**src/rtl/time_pkg.sv**
```systemverilog
// Shared types and field limits for the time_keeper clock.
package time_pkg;

    localparam int FIELD_W = 6;

    localparam logic [FIELD_W-1:0] SEC_MAX = 6'd59;
    localparam logic [FIELD_W-1:0] MIN_MAX = 6'd59;
    localparam logic [FIELD_W-1:0] HR_MAX  = 6'd23;

    typedef enum logic [1:0] {
        ST_RUN     = 2'd0,
        ST_SET_HR  = 2'd1,
        ST_SET_MIN = 2'd2
    } tk_state_e;

endpackage

```
**src/rtl/btn_sync_edge.sv**
```systemverilog
// Two-flop synchronizer for a debounced button followed by a rising-edge
// detector; a held button yields exactly one single-cycle pulse.
module btn_sync_edge (
    input  logic clock,
    input  logic reset,
    input  logic btn_raw,
    output logic pulse
);

    logic meta_q, meta_d;
    logic sync_q, sync_d;
    logic prev_q, prev_d;

    always_comb begin
        meta_d = btn_raw;
        sync_d = meta_q;
        prev_d = sync_q;
    end

    always_ff @(posedge clock or posedge reset) begin
        if (reset) begin
            meta_q <= 1'b0;
            sync_q <= 1'b0;
            prev_q <= 1'b0;
        end else begin
            meta_q <= meta_d;
            sync_q <= sync_d;
            prev_q <= prev_d;
        end
    end

    // Combinational pulse so a field updates on the 3rd edge after the raw rise.
    assign pulse = sync_q & ~prev_q;

endmodule

```
**src/rtl/time_keeper.sv**
```systemverilog
// 24-hour clock with mode/increment time setting and a free-running
// display scan phase counter.
//
// state      | meaning
// ST_RUN     | time advances on every prescaler tick; inc ignored
// ST_SET_HR  | inc bumps hours (23 -> 0); time frozen
// ST_SET_MIN | inc bumps minutes (59 -> 0, no carry); exit clears seconds
module time_keeper
    import time_pkg::*;
#(
    parameter int TICK_DIV = 1000,
    parameter int SCAN_DIV = 16
) (
    input  logic        clock,
    input  logic        reset,
    input  logic        btn_mode,
    input  logic        btn_inc,
    output logic [11:0] data_show,
    output logic [2:0]  byte_status,
    output logic [1:0]  set_mode
);

    localparam int PW = $clog2(TICK_DIV);
    localparam int SW = (SCAN_DIV > 1) ? $clog2(SCAN_DIV) : 1;

    tk_state_e            state_q, state_d;
    logic [PW-1:0]        pre_q, pre_d;
    logic [FIELD_W-1:0]   sec_q, sec_d;
    logic [FIELD_W-1:0]   min_q, min_d;
    logic [FIELD_W-1:0]   hr_q, hr_d;
    logic [SW-1:0]        scan_q, scan_d;
    logic [2:0]           phase_q, phase_d;
    logic                 tick;
    logic                 mode_pulse;
    logic                 inc_pulse;

    btn_sync_edge u_mode_sync (
        .clock   (clock),
        .reset   (reset),
        .btn_raw (btn_mode),
        .pulse   (mode_pulse)
    );

    btn_sync_edge u_inc_sync (
        .clock   (clock),
        .reset   (reset),
        .btn_raw (btn_inc),
        .pulse   (inc_pulse)
    );

    always_comb begin
        state_d = state_q;
        pre_d   = pre_q;
        sec_d   = sec_q;
        min_d   = min_q;
        hr_d    = hr_q;
        tick    = 1'b0;

        if (state_q == ST_RUN) begin
            if (pre_q == PW'(TICK_DIV - 1)) begin
                pre_d = '0;
                tick  = 1'b1;
            end else begin
                pre_d = pre_q + 1'b1;
            end
        end

        if (tick) begin
            if (sec_q >= SEC_MAX) begin
                sec_d = '0;
                if (min_q >= MIN_MAX) begin
                    min_d = '0;
                    hr_d  = (hr_q >= HR_MAX) ? '0 : hr_q + 1'b1;
                end else begin
                    min_d = min_q + 1'b1;
                end
            end else begin
                sec_d = sec_q + 1'b1;
            end
        end

        // Mode wins over a coincident inc; the inc is simply dropped.
        if (mode_pulse) begin
            case (state_q)
                ST_RUN:     state_d = ST_SET_HR;
                ST_SET_HR:  state_d = ST_SET_MIN;
                ST_SET_MIN: begin
                    state_d = ST_RUN;
                    sec_d   = '0;
                    pre_d   = '0;
                end
                default:    state_d = ST_RUN;
            endcase
        end else if (inc_pulse) begin
            case (state_q)
                ST_SET_HR:  hr_d  = (hr_q >= HR_MAX) ? '0 : hr_q + 1'b1;
                ST_SET_MIN: min_d = (min_q >= MIN_MAX) ? '0 : min_q + 1'b1;
                default:    ;
            endcase
        end
    end

    always_comb begin
        scan_d  = scan_q;
        phase_d = phase_q;
        if (scan_q == SW'(SCAN_DIV - 1)) begin
            scan_d  = '0;
            phase_d = phase_q + 1'b1;
        end else begin
            scan_d = scan_q + 1'b1;
        end
    end

    always_ff @(posedge clock or posedge reset) begin
        if (reset) begin
            state_q <= ST_RUN;
            pre_q   <= '0;
            sec_q   <= '0;
            min_q   <= '0;
            hr_q    <= '0;
            scan_q  <= '0;
            phase_q <= '0;
        end else begin
            state_q <= state_d;
            pre_q   <= pre_d;
            sec_q   <= sec_d;
            min_q   <= min_d;
            hr_q    <= hr_d;
            scan_q  <= scan_d;
            phase_q <= phase_d;
        end
    end

    assign data_show   = {hr_q, min_q};
    assign byte_status = phase_q;
    assign set_mode    = state_q;

endmodule
```
**config.mk**
```make
export PLATFORM = sky130hd
export DESIGN_NAME = time_keeper
export DESIGN_NICKNAME = d
export VERILOG_FILES = /design/src/rtl/time_pkg.sv /design/src/rtl/btn_sync_edge.sv /design/src/rtl/time_keeper.sv
export SDC_FILE = /design/constraint.sdc
export NUM_CORES = 1
export LEC_CHECK = 0
export ABC_CLOCK_PERIOD_IN_PS = 2800
export BUFFER_PORTS_ARGS = -buffer_cell sky130_fd_sc_hd__buf_2
export CAP_MARGIN = 20
export CORE_MARGIN = 8
export CORE_UTILIZATION = 45
export CTS_CLUSTER_SIZE = 25
export DETAILED_ROUTE_END_ITERATION = 8
export GPL_ROUTABILITY_DRIVEN = 0
export PLACE_DENSITY = 0.62
export SYNTH_ARGS = -nofsm -noshare
export SYNTH_HDL_FRONTEND = slang
export SYNTH_SLANG_ARGS = --single-unit
```
**constraint.sdc**
```tcl
create_clock -name clock -period 2.8 [get_ports clock]
set_clock_uncertainty 0.15 [all_clocks]
set_input_delay 0.14 -clock clock [delete_from_list [all_inputs] [get_ports clock]]
set_output_delay 0.14 -clock clock [all_outputs]
set_load 0.05 [all_outputs]
```
## Word-level counts from Yosys, hierarchy flattened

Index checks and enable logic that the tools add are counted.

| storage, ports and cells | value |
|---|---|
| register bits | 43 |
| bits in latches | 0 |
| memory bits (writable) | 0 |
| memory bits (read-only) | 0 |
| input bits | 4 |
| output and inout bits | 17 |
| memories | 0 |

| cells by class | value |
|---|---|
| add/subtract/negate cells | 6 |
| $mul | 0 |
| div/mod/pow operators | 0 |
| $lt $le $gt $ge | 3 |
| eq/ne operators | 4 |
| shift-type cells | 0 |
| muxes and demuxes | 25 |
| bitwise gates (word level) | 4 |
| reduce and logical (&&, ||, !) cells | 1 |

Operator list:

| kind | number |
|---|---|
| $mux 6 | 17 |
| $mux 10 | 4 |
| $add 6x1->6 const B | 3 |
| $ge 6x6->1 const B | 2 |
| $add 10x1->10 const B | 1 |
| $eq 10x10->1 const B | 1 |
| $ge 6x5->1 const B | 1 |
| $add 4x1->4 const B | 1 |
| $eq 4x4->1 const B | 1 |
| $mux 4 | 1 |
| $pmux 2 s2 | 1 |
| $add 3x1->3 const B | 1 |
| $and 1x1->1 | 2 |
| $eq 2x1->1 const B | 1 |
| $eq 2x2->1 const B | 1 |
| $logic_not 2->1 | 1 |
| $mux 1 | 2 |
| $not 1->1 | 2 |

## Logic depth before layout (Yosys ltp)

Gate-level depths: netlist of run 1.

| logic depth | value |
|---|---|
| word-level depth | 8 |
| gate-level depth with buffers | 7 |

## Hierarchy

A second synthesis of run 1 with hierarchy kept.

| unflattened totals | value |
|---|---|
| cells, all modules | 182 |
| area, all modules | 1998.2 um^2 |

Modules (own cells, without submodules):

| module | times used | cells an instance | area each (um^2) |
|---|---|---|---|
| time_keeper | 1 | 172 | 1813.0 |
| btn_sync_edge | 2 | 5 | 92.6 |

## Worst setup path before layout of run 1

No wires, ideal clock.

| timing path | value |
|---|---|
| path kind | reg-to-reg |
| start point | register state_q[0] (netlist: set_mode[0]) |
| end point | register sec_q[4] |
| library setup time | 0.077 ns |
| arrival time | 2.005 ns |
| path slack | 0.568 ns |
| stages on the path, launching flop included | 6 |
| clock period less this slack | 2.232 ns |
| path through | dfrtp_1 nand4bb_1 or4_1 buf_2 or3_1 a21oi_1 |

| between the ends | value |
|---|---|
| word-level cells in the longest chain between the ends | 5 |
| elaborated cells between the ends (all ways) | 6 |
| classes of those cells | eq/ne (1); mux (4); reduce/logical (1) |

Ends and longest elaborated chain:

| item | RTL line | text |
|---|---|---|
| start, declared | time_keeper.sv:26 | `tk_state_e state_q, state_d;` |
| start signal, assigned | time_keeper.sv:124 | `state_q <= state_d;` |
| $logic_not 2->1 | time_keeper.sv:59 | `if (state_q == ST_RUN) begin` |
| $mux 1 | time_keeper.sv:59 |  |
| $mux 6 | time_keeper.sv:68 | `if (tick) begin` |
| $mux 6 | time_keeper.sv:84 | `case (state_q)` |
| $mux 6 (*) | time_keeper.sv:83 | `if (mode_pulse) begin` |
| net sec_d[4] | time_keeper.sv:28 | `logic [FIELD_W-1:0] sec_q, sec_d;` |
| end signal, assigned | time_keeper.sv:118 | `sec_q <= '0;` |
| end signal, assigned | time_keeper.sv:126 | `sec_q <= sec_d;` |
| end, declared | time_keeper.sv:28 |  |

Mark *: on every way through the listed nets, which the timed path passes. The rest lies on a longest branch.
A chain may end at the register's enable or synchronous reset.

## Final worst setup path of run 1

| timing path | value |
|---|---|
| start point | register pre_q[0] |
| end point | register sec_q[4] |

| between the ends | value |
|---|---|
| word-level cells in the longest chain between the ends | 6 |

Ends and longest elaborated chain:

| item | RTL line | text |
|---|---|---|
| start, declared | time_keeper.sv:27 | `logic [PW-1:0] pre_q, pre_d;` |
| start signal, assigned | time_keeper.sv:125 | `pre_q <= pre_d;` |
| $eq 10x10->1 (*) | time_keeper.sv:60 | `if (pre_q == PW'(TICK_DIV - 1)) begin` |
| $mux 1 (*) | time_keeper.sv:60 |  |
| $mux 1 (*) | time_keeper.sv:59 |  |
| $mux 6 (*) | time_keeper.sv:68 |  |
| $mux 6 | time_keeper.sv:84 |  |
| $mux 6 (*) | time_keeper.sv:83 |  |
| net sec_d[4] | time_keeper.sv:28 |  |

Marks and branches as above.

==> out/qor.yml, run 1 <==
status:
  outcome: "completed"
yosys:
  ys_warn_count: 0
  synth_top_cell_area_share_pct: 54.74
  synth_top_cell_by_area: "dfrtp_1"
  ys_types: 40
  syn_area_per_cell_sq_um: 10.35
  ys.flop_type: "dfrtp_1"
  synth_seq_cells: 43
  synth_async_sr_flop_share_pct: 100.0
  synthTopCellsByArea: "dfrtp_1 (55%), o21ai_0 (4.8%), nand2_1 (4.0%)"
  netlist_area_sq_um: 1966
  synth-edff-count: 0
  seq_area_frac_synth_pct: 54.74
  synthesis.instances: 190
  synth_nets: 200
hold_path:
  hold_path_depth: 0
  hold_path_class: "reg2reg"
  hp-start: "u_inc_sync.meta_q$_DFF_PP0_"
  hold_path_end: "u_inc_sync.prev_d$_DFF_PP0_"
floorplan:
  rows: 24
  die_h_um: 82.09
  die_w_um: 82.09
  core_sq_um: 4294
  initial_core_util_pct: 45.78
  dieArea_sq_um: 6739
  ios: 21
clock_tree:
  clk_latency_ps: 290
  clkSlewWorstSetupHoldPaths_ps: 80
  h-tree-depth: 2
  clockBufferDepth: 2
  cts_tree: "yes"
  clock_sinks: 43
  cts_root_buf: "clkbuf_8"
  post-cts-setup-buffer-count: 0
  cts_buffers: 5
power_and_ir_drop:
  pwr-share-clk_pct: 22.2
  peakVddDrop_mv: 0.3117
  p_leak_nw: 1.040
  power-per-cell-area_nw_per_um2: 744.6
  comb_power_share_pct: 28.3
  p_sw_w: 0.0006369
  p_seq_share_pct: 49.5
  power.internal_w: 0.001032
  swShare_pct: 38.17
flow_run:
  maxCapViolCount: 0
place:
  place_inst: 261
  dp_hpwl_mm: 2.774
  port_buffers: 20
  post_dp_cell_area_sq_um: 2130
detailed_routing:
  drc_errors: 0
  wl_per_cell_um: 14.23
  antenna_left: 0
  vias_per_cell: 5.460
  drt-initial-drc-count: 39
  first_pass_iters: 4
  vias: 1485
  drt_wl_total_mm: 3.870
cells_and_area:
  layout.nets: 229
  instances_no_fill: 272
  drive_gt1_share_pct: 14.09
  diodes: 0
  fin_util_pct: 52.19
  area_growth_pct: 14.00
  final_area_sq_um: 2241
timing:
  period_share_pct: 80.24
  worst_pin_slew_ps: 796.4
  finalHoldViolCount: 0
  setup_violations: 0
  slew_viol_final: 0
  tns_ps: 0
  fmax_ghz: 0.4451
  min_period_ps: 2247
  maxSlewHeadroom_pct: 46.66
  rsz0062_at_grt: "false"
global_route:
  grt_max_degree: 44
  grtUsageMet2_pct: 19.65
  antenna_found_initial: 0
  grt_overflow: 0
  busiest_layer: "met2"
  use_met1_pct: 15.71
  grt_pass1_wl_mm: 6.603
  met3_usage_pct: 4.329
  first_global_vias: 1458
  track_usage_pct: 12.42
critical_path:
  rrSetupSlack_ps: 550
  crit_path_end_kind: "register"
  cp_max_fo: 9
  startpoint_type: "register"
  cp.required_ps: 2860
  timing.rr.start: "pre_q[0]$_DFF_PP0_"
  setup.worst_path.class: "reg2reg"
  rr_endpoint: "sec_q[4]$_DFF_PP0_"
  reg2regPathDepth: 5
  critPathArrivalTime_ps: 2300
cell families after synthesis:
group / count (synthesis) / synth area share (%)
AND/OR/NAND/NOR: 83 / 21.96
flip-flops: 43 / 54.74
AO/OA/AOI/OAI: 41 / 12.73
XOR/XNOR: 12 / 5.347
adder cells (fa/ha/maj): 6 / 3.819
buffers and inverters: 4 / 0.8272
multiplexers: 1 / 0.5728
worst max-delay path by stage:
stage / start / end / slack, ps / cells past startpoint
3_3_place_gp: pre_q[1]$_DFF_PP0_ / sec_q[4]$_DFF_PP0_ / 670 / 5
6_report: pre_q[0]$_DFF_PP0_ / sec_q[4]$_DFF_PP0_ / 550 / 5
5_1_grt: sec_q[0]$_DFF_PP0_ / min_q[5]$_DFF_PP0_ / 390 / 6
3_5_place_dp: pre_q[0]$_DFF_PP0_ / sec_q[2]$_DFF_PP0_ / 600 / 6
2_1_floorplan: set_mode[0]$_DFFE_PP0P_ / sec_q[4]$_DFF_PP0_ / 570 / 5
4_1_cts: pre_q[0]$_DFF_PP0_ / sec_q[4]$_DFF_PP0_ / 570 / 5
cells in the final DEF (no fill, tap or decap), types with 5 or more instances in the layout:
| master | n |
|---|---|
| ha_1 | 6 |
| xor2_1 | 8 |
| clkbuf_8 | 5 |
| and2_1 | 5 |
| dfrtp_1 | 43 |
| nand2_1 | 21 |
| a21oi_1 | 6 |
| nor2_1 | 18 |
| nand3_1 | 9 |
| buf_2 | 20 |
| nand4_1 | 5 |
| o21ai_0 | 19 |
synthesized netlist by cell type (2+ instances only):
cell       count
xor2_1         8
dfrtp_1       43
nor2b_1        2
nor2_1        18
nand3_1        9
a21oi_1        6
xnor2_1        4
o21ai_0       19
ha_1           6
and3_1         4
nand2_1       21
or4_1          2
or3_1          3
nand4_1        5
a31oi_1        3
and2_1         5
inv_1          2
nand4bb_1      2
nand2b_1       4
o31ai_1        4
layer usage:
metal	part of all wire, %	vias to the layer above
li1	-	733
met1	46	729
met2	49	21
met3	4.4	2
met4	0.49	0
met5	0	-
registers in the layout, indices dropped and copies added, names as in the netlist:
| register | cells |
|---|---|
| u_inc_sync.prev_q | 1 |
| hr_q | 6 |
| pre_q | 10 |
| u_inc_sync.prev_d | 1 |
| sec_q | 6 |
| scan_q | 4 |
| byte_status | 3 |
| min_q | 6 |
| set_mode | 2 |
| u_inc_sync.meta_q | 1 |
| u_mode_sync.meta_q | 1 |
| u_mode_sync.prev_d | 1 |
| u_mode_sync.prev_q | 1 |
layout make-up:
class                           instances  area, sq um
Clock buffer                            7        76.32
Clock inverter                          1        5.005
Fill cell                             401         2053
Inverter                                2        7.507
Multi-Input combinational cell        143        873.3
Sequential cell                        43         1076
Tap cell                               52        65.06
Timing Repair Buffer                   24        137.6
power by group through the flow:
stage	Combinational, W	Clock (W)	Sequential [W]
after CTS	0.000475	0.000387	0.000823
after global routing	0.000512	0.000411	0.000844
after floorplan	0.000204	0	0.000974
final	0.000472	0.000371	0.000826
after detailed placement	0.000469	0	0.000835
after global placement	0.000459	0	0.000826
worst max-delay path, stage by stage, from the launching register on:
cell	delay, ps
dfrtp_1	390
ha_1	200
nand4bb_1	160
or4_1	710
or3_1	400
a21oi_1	150
through the flow:
| stage | setup slack (ps) | power (W) | hold WS (ps) |
|---|---|---|---|
| after floorplan | 567.9 | 0.001178 | 21.43 |
| after global placement | 669.0 | 0.001284 | 100.1 |
| after detailed placement | 599.3 | 0.001304 | 107.5 |
| after CTS | 570.6 | 0.001686 | 208.7 |
| after global routing | 394.2 | 0.001767 | 213.3 |
| final | 553.3 | 0.001669 | 204.0 |
what timing repair did:
| item | CTS | global route |
|---|---|---|
| resized for setup | 0 | 0 |
| hold endpoints to repair | 45 | 0 |
| hold buffers | 3 | 0 |
Note: power is estimated with default switching activity, not from simulation.
==> inputs of run 2 (changes only) <==
--- a/config.mk
+++ b/config.mk
@@ -5,7 +5,8 @@
 export SDC_FILE = /design/constraint.sdc
 export NUM_CORES = 1
 export LEC_CHECK = 0
-export ABC_CLOCK_PERIOD_IN_PS = 2800
+export ABC_AREA = 1
+export ABC_CLOCK_PERIOD_IN_PS = 2200
 export BUFFER_PORTS_ARGS = -buffer_cell sky130_fd_sc_hd__buf_2
 export CAP_MARGIN = 20
 export CORE_MARGIN = 8
==> constraint.sdc (replaced) <==
create_clock -name clock -period 2.2 [get_ports clock]
set_clock_uncertainty 0.15 [all_clocks]
set_input_delay 0.11 -clock clock [delete_from_list [all_inputs] [get_ports clock]]
set_output_delay 0.11 -clock clock [all_outputs]
set_load 0.05 [all_outputs]
==> run 2 against run 1 <==
  * Setup slack worse by 89 ps
  * Synthesized cell count is 23% higher
  * Global-route usage is 1.3 points lower
  * Sequential share of layout area is 2.9 points lower
  * Die area is 4.1% higher
  * Combinational power is 40% higher
  * Cell area is 6.5% higher
  * Worst hold slack better by 8.2 ps
  * Final cell count is 17% higher
  * Power is 40% higher
  * Critical path depth is 5 higher
  * Non-clock buffer count stayed put
==> out/qor.yml, run 2 <==
yosys:
  syn_area_per_cell_sq_um: 8.833
  synth-xor-area-share_pct: 3.390
  synth_common_cells: "nand2_1 (44), dfrtp_1 (43), inv_1 (32), nor2_1 (31), nand3_1 (22)"
  synth_top_cell_by_area: "dfrtp_1"
  synth-edff-count: 0
  netlist_area_sq_um: 2067
  ys_warn_count: 0
  synth_compound_area_share_pct: 6.416
  seq_area_frac_synth_pct: 52.06
  yosys.area_share.adder_pct: 3.632
  synth_nets: 244
  synth_top_family_by_area: "simple AND/OR/NAND/NOR gates"
  synthesis.instances: 234
  synth_seq_cells: 43
  synth_async_sr_flop_share_pct: 100.0
  synthTopCellsByArea: "dfrtp_1 (52%), nand2_1 (8.0%), inv_1 (5.8%)"
  ys_types: 26
  synthSimpleGateAreaFrac_pct: 27.97
  synth_mux_area_share_pct: 0.5448
  synth_top_cell_area_share_pct: 52.06
  ys.flop_type: "dfrtp_1"
  synth_most_common_cell: "nand2_1"
global_route:
  grt_pass1_wl_mm: 6.672
  antenna_found_initial: 0
  grt_overflow: 0
  track_usage_pct: 11.15
  grt_max_degree: 44
  first_global_vias: 1573
cells_and_area:
  largest_reg_flops: 10
  layout.nets: 275
  final_common_cell: "nand2_1"
  layout.cells.most_common_list: "nand2_1 (44), dfrtp_1 (43), inv_1 (31), nor2_1 (31), nand3_1 (22)"
  fin_util_pct: 54.42
  instances_no_fill: 318
  regMostFlops: "pre_q"
  area_growth_pct: 15.44
  drive_gt1_share_pct: 17.29
  diodes: 0
floorplan:
  core_sq_um: 4384
  die_w_um: 83.78
  initial_core_util_pct: 47.15
  dieArea_sq_um: 7018
  rows: 24
  ios: 21
  die_h_um: 83.78
detailed_routing:
  first_pass_iters: 4
  wl_per_cell_um: 11.47
  vias: 1527
  drt_wl_total_mm: 3.647
  antenna_left: 0
  vias_per_cell: 4.802
  drt-initial-drc-count: 53
  drc_errors: 0
timing:
  worst_pin_slew_ps: 523.9
  slew_viol_final: 0
  fmax_ghz: 0.5761
  setup_violations: 0
  tns_ps: 0
  rsz0062_at_grt: "false"
  period_share_pct: 78.90
  maxSlewHeadroom_pct: 65.08
  finalHoldViolCount: 0
  min_period_ps: 1736
power_and_ir_drop:
  comb_power_share_pct: 28.2
  swShare_pct: 37.75
  power-per-cell-area_nw_per_um2: 977.7
  total_power_w: 0.002333
  p_leak_nw: 1.238
  pwr-share-clk_pct: 26.7
  p_sw_w: 0.0008807
  p_seq_share_pct: 45.1
  power.internal_w: 0.001452
  peakVddDrop_mv: 0.5548
clock_tree:
  h-tree-depth: 2
  clkSlewWorstSetupHoldPaths_ps: 90
  clock_sinks: 43
  clockBufferDepth: 2
  cts_tree: "yes"
  cts_buffers: 5
  post-cts-setup-buffer-count: 0
  cts_root_buf: "clkbuf_8"
  clk_latency_ps: 290
place:
  dp_hpwl_mm: 2.742
  port_buffers: 20
  place_inst: 307
flow_run:
  maxCapViolCount: 0
critical_path:
  cp_max_fo: 8
  startpoint_type: "register"
  crit_path_end_kind: "register"
  setup.worst_path.class: "reg2reg"
  cp.required_ps: 2270
  critPathArrivalTime_ps: 1800
hold_path:
  hold_path_class: "reg2reg"
status:
  outcome: "completed"
[run 2: cell types whose count changed after synthesis, sizes merged, moves of 5 or more]
cell	delta
o21ai	-10
inv	+31
nand3	+14
nor2	+20
a21oi	+6
and2	-5
nand2	+27
[run 2: final timing paths]
| path | endpoint | depth (start not counted) | slack [ps] | start |
|---|---|---|---|---|
| setup / recovery | pre_q[6]$_DFF_PP0_ | 10 | 460 | pre_q[0]$_DFF_PP0_ |
| hold / removal | u_mode_sync.prev_d$_DFF_PP0_ | 0 | 210 | u_mode_sync.meta_q$_DFF_PP0_ |
| setup reg to reg | pre_q[6]$_DFF_PP0_ | 10 | 460 | pre_q[0]$_DFF_PP0_ |
| hold reg to reg | u_mode_sync.prev_d$_DFF_PP0_ | 0 | 210 | u_mode_sync.meta_q$_DFF_PP0_ |
| max in group asynchronous | pre_q[8]$_DFF_PP0_ | 4 | 1210 | reset |
| min in group asynchronous | byte_status[2]$_DFFE_PP0N_ | 4 | 320 | reset |
[run 2: cells by family (layout without fill, tap and decap cells)]
kind of cell | count (synthesis) | in the layout
AO/OA/AOI/OAI | 25 | 25
multiplexers | 1 | 1
buffers and inverters | 33 | 65
flip-flops | 43 | 43
XOR/XNOR | 8 | 8
AND/OR/NAND/NOR | 118 | 118
adder cells (fa/ha/maj) | 6 | 6
[run 2: area by class of cell]
| type | instances | area [sq um] |
|---|---|---|
| Inverter | 33 | 123.9 |
| Fill cell | 422 | 1998 |
| Multi-Input combinational cell | 158 | 867.1 |
| Clock inverter | 3 | 47.55 |
| Clock buffer | 5 | 68.82 |
| Sequential cell | 43 | 1076 |
| Tap cell | 52 | 65.06 |
| Timing Repair Buffer | 24 | 137.6 |
[run 2: layer usage]
layer  GRT usage, %  wire length (um)
met3          3.223               109
met2          18.25              1694
met1          13.59              1814
met5              0                 0
met4          3.768                29
[run 2: power groups by stage]
stage / Combinational, W / Clock, W / Sequential (W)
detailed placement: 0.000663 / 0 / 0.00107
CTS: 0.000669 / 0.000640 / 0.00105
finish: 0.000659 / 0.000623 / 0.00105
floorplan: 0.000312 / 0 / 0.00126
global route: 0.000733 / 0.000669 / 0.00108
global placement: 0.000657 / 0 / 0.00106
[run 2: worst max-delay path: stages, from the launching register on]
cell and delay, ps:
dfrtp_1 420, ha_1 240, nand2_1 60, inv_1 40
nand2_1 150, nor2_8 60, nand2_4 100, nand2_2 120
inv_2 120, o21ai_0 90, a21oi_1 120
[run 2: timing repair]
action	in CTS	in global routing
gates resized for setup	0	0
endpoints found under the hold margin	45	0
hold buffers	3	0
[run 2: stage by stage]
step	hold WS, ps	instance area, sq um	worst slack [ps]
after global routing	227.0	2386	306.8
after detailed placement	70.11	2240	471.9
after CTS	209.1	2386	448.5
after floorplan	-8.570	2067	348.2
final	212.2	2386	464.1
after global placement	67.81	2240	514.2
